<file path="src/rtl/display_pkg.sv">
// Shared definitions for the 7-segment scan controller: blank pattern,
// scan-state encoding and a constant-safe ceil(log2) helper.
package display_pkg;

    // Active-low segments: all ones means every segment is off.
    localparam logic [6:0] SEG_BLANK = 7'h7F;

    typedef enum logic [1:0] {
        OFF   = 2'd0,
        BLANK = 2'd1,
        SHOW  = 2'd2
    } scan_state_t;

    // Ceil(log2(value)), never less than 1 so a single-value range still
    // gets a one-bit signal.
    function automatic int clog2(input int value);
        int r;
        r = 0;
        for (int i = 0; i < 32; i++) begin
            if ((1 << r) < value) r = r + 1;
        end
        if (r < 1) r = 1;
        return r;
    endfunction

endpackage

</file>
<file path="src/rtl/display_scan_ctrl_scan_timer.sv">
// Slot counter for the scan controller. Counts 0..SLOT_CYCLES-1 and wraps,
// with a synchronous clear; flags the last blank cycle and the last slot cycle.
module scan_timer
    import display_pkg::*;
#(
    parameter int SLOT_CYCLES  = 390625,
    parameter int BLANK_CYCLES = 1000,
    localparam int CNT_W       = clog2(SLOT_CYCLES)
) (
    input  logic clk,
    input  logic rst_n,
    input  logic clear,
    output logic blank_done,
    output logic slot_done
);

    logic [CNT_W-1:0] count;

    assign slot_done  = (count == CNT_W'(SLOT_CYCLES - 1));
    assign blank_done = (count == CNT_W'(BLANK_CYCLES - 1));

    // Free-running slot counter; wraps at the slot end so it never passes SLOT_CYCLES-1.
    always_ff @(posedge clk or negedge rst_n) begin
        if (!rst_n) begin
            count <= '0;
        end else if (clear || slot_done) begin
            count <= '0;
        end else begin
            count <= count + 1'b1;
        end
    end

endmodule

</file>
<file path="src/rtl/display_scan_ctrl.sv">
// Time-multiplexed scan controller for common-anode 7-segment digits.
// One digit lit at a time, optional dark gap at the start of each slot,
// digit data latched once per frame so a scan never tears.
// Build option: DISPLAY_SCAN_BLANK_EN enables the BLANK gap; without it
// each digit is lit for the whole slot and BLANK_CYCLES is ignored.
// Handshake: none; en is a level, frame_start is a one-cycle strobe.
module display_scan_ctrl
    import display_pkg::*;
#(
    parameter int NUM_DIGITS   = 2,
    parameter int SLOT_CYCLES  = 390625,
    parameter int BLANK_CYCLES = 1000,
    localparam int IDX_W       = clog2(NUM_DIGITS)
) (
    input  logic                    clk,
    input  logic                    rst_n,
    input  logic                    en,
    input  logic [7*NUM_DIGITS-1:0] digit_data,
    output logic [6:0]              seg,
    output logic [NUM_DIGITS-1:0]   an,
    output logic [IDX_W-1:0]        digit_idx,
    output logic                    frame_start
);

    localparam logic [IDX_W-1:0] LAST_IDX = IDX_W'(NUM_DIGITS - 1);

    scan_state_t             state, next_state;
    logic [IDX_W-1:0]        idx_next;
    logic [7*NUM_DIGITS-1:0] frame_q, frame_next;
    logic                    fs_next;
    logic                    clear;
    logic                    blank_done, slot_done;
    logic [6:0]              seg_next;
    logic [NUM_DIGITS-1:0]   an_next;

    scan_timer #(
        .SLOT_CYCLES  (SLOT_CYCLES),
        .BLANK_CYCLES (BLANK_CYCLES)
    ) u_timer (
        .clk        (clk),
        .rst_n      (rst_n),
        .clear      (clear),
        .blank_done (blank_done),
        .slot_done  (slot_done)
    );

`ifndef DISPLAY_SCAN_BLANK_EN
    // Without the gap the blank terminal count has no consumer.
    logic unused_blank_done;
    assign unused_blank_done = blank_done;
`endif

    // Next-state, next digit, frame relatch and frame_start decisions.
    always_comb begin
        next_state = state;
        idx_next   = digit_idx;
        frame_next = frame_q;
        fs_next    = 1'b0;
        clear      = 1'b0;
        if (!en) begin
            next_state = OFF;
            idx_next   = '0;
            clear      = 1'b1;
        end else begin
            case (state)
                OFF: begin
`ifdef DISPLAY_SCAN_BLANK_EN
                    next_state = BLANK;
`else
                    next_state = SHOW;
`endif
                    idx_next   = '0;
                    frame_next = digit_data;
                    fs_next    = 1'b1;
                    clear      = 1'b1;
                end
`ifdef DISPLAY_SCAN_BLANK_EN
                BLANK: begin
                    if (blank_done) next_state = SHOW;
                end
`endif
                SHOW: begin
                    if (slot_done) begin
`ifdef DISPLAY_SCAN_BLANK_EN
                        next_state = BLANK;
`else
                        next_state = SHOW;
`endif
                        if (digit_idx == LAST_IDX) begin
                            idx_next   = '0;
                            frame_next = digit_data;
                            fs_next    = 1'b1;
                        end else begin
                            idx_next = digit_idx + 1'b1;
                        end
                    end
                end
                default: begin
                    next_state = OFF;
                    idx_next   = '0;
                    clear      = 1'b1;
                end
            endcase
        end
    end

    // Pin values for the coming cycle, derived from the coming state so outputs stay registered.
    always_comb begin
        an_next  = '1;
        seg_next = SEG_BLANK;
        if (next_state == SHOW) begin
            an_next[idx_next] = 1'b0;
            seg_next          = frame_next[int'(idx_next)*7 +: 7];
        end
    end

    // State, frame buffer and output registers; reset forces the display dark at once.
    always_ff @(posedge clk or negedge rst_n) begin
        if (!rst_n) begin
            state       <= OFF;
            digit_idx   <= '0;
            frame_q     <= '1;
            frame_start <= 1'b0;
            seg         <= SEG_BLANK;
            an          <= '1;
        end else begin
            state       <= next_state;
            digit_idx   <= idx_next;
            frame_q     <= frame_next;
            frame_start <= fs_next;
            seg         <= seg_next;
            an          <= an_next;
        end
    end

endmodule

</file>
<file path="config.mk">
export PLATFORM = sky130hd
export DESIGN_NAME = display_scan_ctrl
export DESIGN_NICKNAME = d
export VERILOG_FILES = /design/src/rtl/display_pkg.sv /design/src/rtl/display_scan_ctrl_scan_timer.sv /design/src/rtl/display_scan_ctrl.sv
export SDC_FILE = /design/constraint.sdc
export NUM_CORES = 1
export LEC_CHECK = 0
export ABC_AREA = 1
export BUFFER_PORTS_ARGS = -buffer_cell sky130_fd_sc_hd__buf_4
export CORE_ASPECT_RATIO = 1.2
export CORE_MARGIN = 3
export CORE_UTILIZATION = 40
export CTS_CLUSTER_SIZE = 16
export DETAILED_ROUTE_END_ITERATION = 10
export GPL_ROUTABILITY_DRIVEN = 0
export SLEW_MARGIN = 30
export SYNTH_ARGS = -nofsm -noshare
export SYNTH_HDL_FRONTEND = slang
export SYNTH_SLANG_ARGS = --single-unit
</file>
<file path="constraint.sdc">
create_clock -name clk -period 2.16 [get_ports clk]
set_clock_uncertainty 0.1 [all_clocks]
set_input_delay 0.432 -clock clk [delete_from_list [all_inputs] [get_ports clk]]
set_output_delay 0.432 -clock clk [all_outputs]
set_load 0.05 [all_outputs]
</file>
After elaboration in Yosys (flattened, before gate mapping)
Cells that the tools add are included.

word-level totals
  register bits after elaboration = 46
  bits of input ports = 17
  output and inout bits = 11
  word-level logic and storage cells = 42

operators by class
  add/sub/neg operators = 2
  multiply operators = 1
  $lt $le $gt $ge = 2
  equality and inequality tests = 3
  shift-type cells = 1
  muxes and demuxes = 22
  bitwise gates (word level) = 1
  reduce and logical (&&, ||, !) cells = 3

operator list
  kind                                                                           number
  14-bit 2-to-1 mux                                                              3
  14-bit one-hot mux with 2 select lines                                         1
  19-bit by 1-bit adder with 19-bit output (second input constant)               1
  19-bit equality test (second input constant)                                   1
  19-bit 2-to-1 mux                                                              1
  14-bit by 5-bit indexed part select with 7-bit output                          1
  1-bit 2-to-1 mux                                                               10
  7-bit 2-to-1 mux                                                               1
  2-bit 2-to-1 mux                                                               3
  2-bit equality test (second input constant)                                    2
  1-bit by 3-bit multiplier with 4-bit output (second input constant)            1
  2-bit one-hot mux with 2 select lines                                          1
  2-bit zero test                                                                1
  1-bit by 2-bit less-than comparator with 1-bit output (second input constant)  1
  2-bit NOT                                                                      1
  1-bit one-hot mux with 2 select lines                                          1
  1-bit adder (second input constant)                                            1
  1-bit demux with 1-bit select                                                  1
  1-bit greater-or-equal comparator (second input constant)                      1
  1-bit logical AND                                                              1
  1-bit logical OR                                                               1

Logic depth before layout (Yosys ltp)
  depth after elaboration = 11
  gate-level depth with buffers = 13
  gate-level depth less buffers = 13

Modules after synthesis
Synthesis repeated with hierarchy kept, for this count alone.

unflattened totals
  cell total of the unflattened synthesis = 302
  area total of the unflattened synthesis = 2438.6 sq um

by module, submodules not included
  module             instances  cells an instance  area each (sq um)  sequential area each (sq um)
  display_scan_ctrl  1          136                1236.2             704.4
  scan_timer         1          166                1202.4             475.5

Least setup slack after synthesis
Ideal clock, no wire load.

  path type = reg-to-reg
  from = reg u_timer.count[0]
  to = reg seg[1]
  setup time = 72 ps
  arrival time = 1959 ps
  data required time = 1988 ps
  slack = 28 ps
  cell stages (with the launch flop) = 14
  buffers on the path = 0
  clock period less this slack = 2132 ps
  cell sequence = dfrtp_1 inv_1 ha_1 nand4_1 nor2_1 nand2_1 nor2_1 ha_1 nand2_1 clkinv_1 nor2_2 nand3_1 nand2_1 inv_1

on the way
  longest elaborated chain between the ends = 7
  elaborated cells on any way between the ends = 14
  classes of those cells = 1 x mul; 2 x eq/ne; 1 x shift; 10 x mux

ends and longest elaborated chain
  what                                                   RTL line                            source
  start: declaration                                     display_scan_ctrl_scan_timer.sv:17  logic [CNT_W-1:0] count;
  start signal: assignment                               display_scan_ctrl_scan_timer.sv:29  count <= count + 1'b1;
  19-bit equality test                                   display_scan_ctrl_scan_timer.sv:19  assign slot_done = (count == CNT_W'(SLOT_CYCLES - 1));
  1-bit 2-to-1 mux                                       display_scan_ctrl.sv:83             if (slot_done) begin
  1-bit 2-to-1 mux                                       display_scan_ctrl.sv:65             case (state)
  1-bit 2-to-1 mux                                       display_scan_ctrl.sv:60             if (!en) begin
  named net idx_next                                     display_scan_ctrl.sv:28             logic [IDX_W-1:0] idx_next;
  1-bit by 3-bit multiplier with 4-bit output            display_scan_ctrl.sv:113            seg_next = frame_next[int'(idx_next)*7 +: 7];
  14-bit by 5-bit indexed part select with 7-bit output  display_scan_ctrl.sv:113
  7-bit 2-to-1 mux                                       display_scan_ctrl.sv:111            if (next_state == SHOW) begin
  named net seg_next[1]                                  display_scan_ctrl.sv:33             logic [6:0] seg_next;
  end signal: assignment                                 display_scan_ctrl.sv:131            seg <= seg_next;
  end: declaration                                       display_scan_ctrl.sv:19             output logic [6:0] seg,

The timed path passes the listed nets, and every way through them passes these cells.

Worst setup path after layout
Ends and elaborated chain as after synthesis.

==> results.yml <==
critical_path:
  path_delay_family: "simple AND/OR/NAND/NOR gates"
  required_ns: 2.30
  cpMaxStageDelayCell: "dfrtp_1"
  critical_path.cell_chain: "inv_2 > ha_4 > nand4_1 > nor2_2 > nand2_1 > nor2_2 > ha_1 > nand2_2 > inv_2 > nor2_4 > nand3_1 > nand2_1 > inv_1"
  cp.depth: 13
  critPathMaxFanout: 8
  critPathCaptureType: "flop"
  critPathLaunchType: "flop"
  cp.buffers_inverters: 3
  cp.arrival_ns: 2.21
  crit_type: "reg -> reg"
  cpPeakStageDelay_ns: 0.41
  r2r_cells: 13
synthesis:
  yosys_warnings: 0
  yosys.area.top_type: "dfstp_2"
  ys_seq_elements: 46
  yosysSeqAreaShare_pct: 43.8
  netlist_instances: 369
  synth_top_area_share_pct: 22.4
  avgSynthCellArea_um2: 7.30
  synth_area_um2: 2690
  synth.distinct_cells: 33
  synthTopCellsByArea: "dfstp_2, dfrtp_1, nand2_1"
  syn_nets: 389
global_routing:
  grt_use_total_pct: 18.2
  grt_overflow_total: 0
  grt_pass1_wl_um: 10900
  grt_max_degree: 47
  antenna_found_initial: 0
  grt_pass1_vias: 2449
timing:
  final.min_clock_period_ns: 2.07
  fmax_mhz: 484
  finalSetupViolCount: 0
  finalHoldViolations: 0
  final.setup.tns_ns: 0
  slew_headroom_pct: 59.7
  post-route-period-util_pct: 95.7
  rsz0062_at_grt: "true"
  drv_slew: 0
  tightest_slew_ns: 0.604
floorplan:
  io-pin-count: 28
  dieArea_um2: 7760
  die_w_um: 80.9
  fp.dieH_um: 95.9
  rows: 32
  coreArea_um2: 6490
  initial_core_util_pct: 41.5
outcome:
  status: "complete, no violations"
clock_network:
  cts_root_buf: "clkbuf_8"
  cts_tree: "yes"
  cts.sinks: 46
  cts_buffers: 5
  clk_path_buf_depth: 2
  clk_pin_slew_worst_paths_ns: 0.09
  clock_latency_ns: 0.30
  cts-hold-fix-buffers: 0
  cts_htree_levels: 2
cells_and_area:
  n_fill_cell: 641
  utilization_pct: 50.9
  layout_common_cells: "nand2_1, buf_4, inv_1"
  multi_input_area_um2: 1330
  regArea_um2: 1180
  diodes: 0
  nets: 438
  area_growth_pct: 22.7
  final_common_cell: "nand2_1"
  drive_gt1_share_pct: 29.8
power_and_ir_drop:
  power_density_nw_per_um2: 557
  leakagePower_nw: 1.58
  ir_drop_uv: 314
drt:
  drc_errors: 0
  vias: 2438
  viasPerCell: 4.84
  dr.first_iter.drc_count: 114
  ant_nets: 0
  dr.pass1.iters: 4
  routed_wl_um: 6490
  wl_per_cell_um: 12.9
worst_hold_path:
  min_path_type: "in -> async"
place:
  dp_hpwl_um: 4700
  io_buffers: 27
run:
  cap_viol_max_count: 0
## final timing paths
check                                            from                          end  slack (ns)
setup / recovery           u_timer.count[0]$_DFF_PN0_             seg[1]$_DFF_PN1_        0.09
min in group clk                        digit_data[8]         frame_q[8]$_DFF_PN1_        0.34
hold reg to reg                  frame_q[4]$_DFF_PN1_         frame_q[4]$_DFF_PN1_        0.37
setup reg to reg           u_timer.count[0]$_DFF_PN0_             seg[1]$_DFF_PN1_        0.09
max in group asynchronous                       rst_n  u_timer.count[17]$_DFF_PN0_        1.51
hold / removal                                  rst_n  u_timer.count[14]$_DFF_PN0_        0.02
## cells in the mapped netlist
cell / count
nor3_2: 1
buf_2: 4
o21ai_1: 12
nor2_8: 2
buf_8: 1
inv_2: 11
nand3_1: 19
dfrtp_1: 23
dfstp_2: 23
a211oi_1: 2
nand2_4: 1
nor2_1: 28
nor2_2: 3
inv_1: 35
nor4_1: 2
nand2_1: 127
nor2_4: 1
nand4_1: 13
conb_1: 1
o21ai_0: 17
xor2_1: 3
and3_1: 1
nand3_4: 1
ha_1: 3
nor3_1: 8
a21oi_1: 10
nand2_2: 5
nand3_2: 1
buf_4: 1
clkbuf_1: 4
clkinv_4: 1
clkinv_1: 3
xnor2_1: 2
## routing by layer
layer | global-route usage (%) | wire length [um] | share of wire [%]
met1 | 19.8 | 2730 | 42
met2 | 34.9 | 3550 | 55
met3 | 3.37 | 163 | 2.5
met4 | 5.77 | 50 | 0.77
met5 | 0 | 0 | 0
## final cells by class
type	instances	area share [%]
well taps	85	3.22
multi-input cells	263	40.1
clock inverters	1	0.227
clock buffers	7	2.95
flip-flops and latches	46	35.7
repair buffers	52	11.9
inverters	50	5.83
## power by group
group	total [W]	internal, W	switching (W)
registers	0.000970	0.000945	0.0000253
logic	0.000272	0.0000986	0.000173
clock network	0.000599	0.000299	0.000300
total	0.00184	0.00134	0.000499
## flip-flops by register name, summed over array words and instances, names as in the netlist
name           flops
state              2
u_timer.count     19
seg                7
frame_q           14
frame_start        1
digit_idx          1
an                 2
## metrics by stage
| step | worst slack [ns] | std cells | area (um^2) | hold WS, ns | power [W] |
|---|---|---|---|---|---|
| after global routing | -0.0644 | 504 | 3300 | 0.0651 | 0.00194 |
| after floorplan | 0.0282 | 369 | 2690 | 0.0364 | 0.00115 |
| final | 0.0932 | 504 | 3300 | 0.0232 | 0.00184 |
| after detailed placement | -0.0783 | 491 | 3090 | 0.362 | 0.00125 |
| after CTS | 0.0255 | 499 | 3200 | 0.0497 | 0.00186 |
| after global placement | 0.0276 | 491 | 3090 | 0.362 | 0.00125 |
## kinds of logic after synthesis
family	after synthesis	share of synthesized area (%)
XOR/XNOR	5	1.63
adder cells (fa/ha/maj)	3	1.39
AND/OR/NAND/NOR	213	35.9
other	1	0.139
buffers and inverters	60	9.29
AO/OA/AOI/OAI	41	7.81
flip-flops	46	43.8
## timing repair
action | in CTS | in global routing
endpoints found under the setup margin | 7 | 10
pin swaps | 0 | 13
hold endpoints to repair | 0 | 0
gates resized for setup | 1 | 18
buffers inserted | 0 | 5
(Power assumes the default switching activity.)
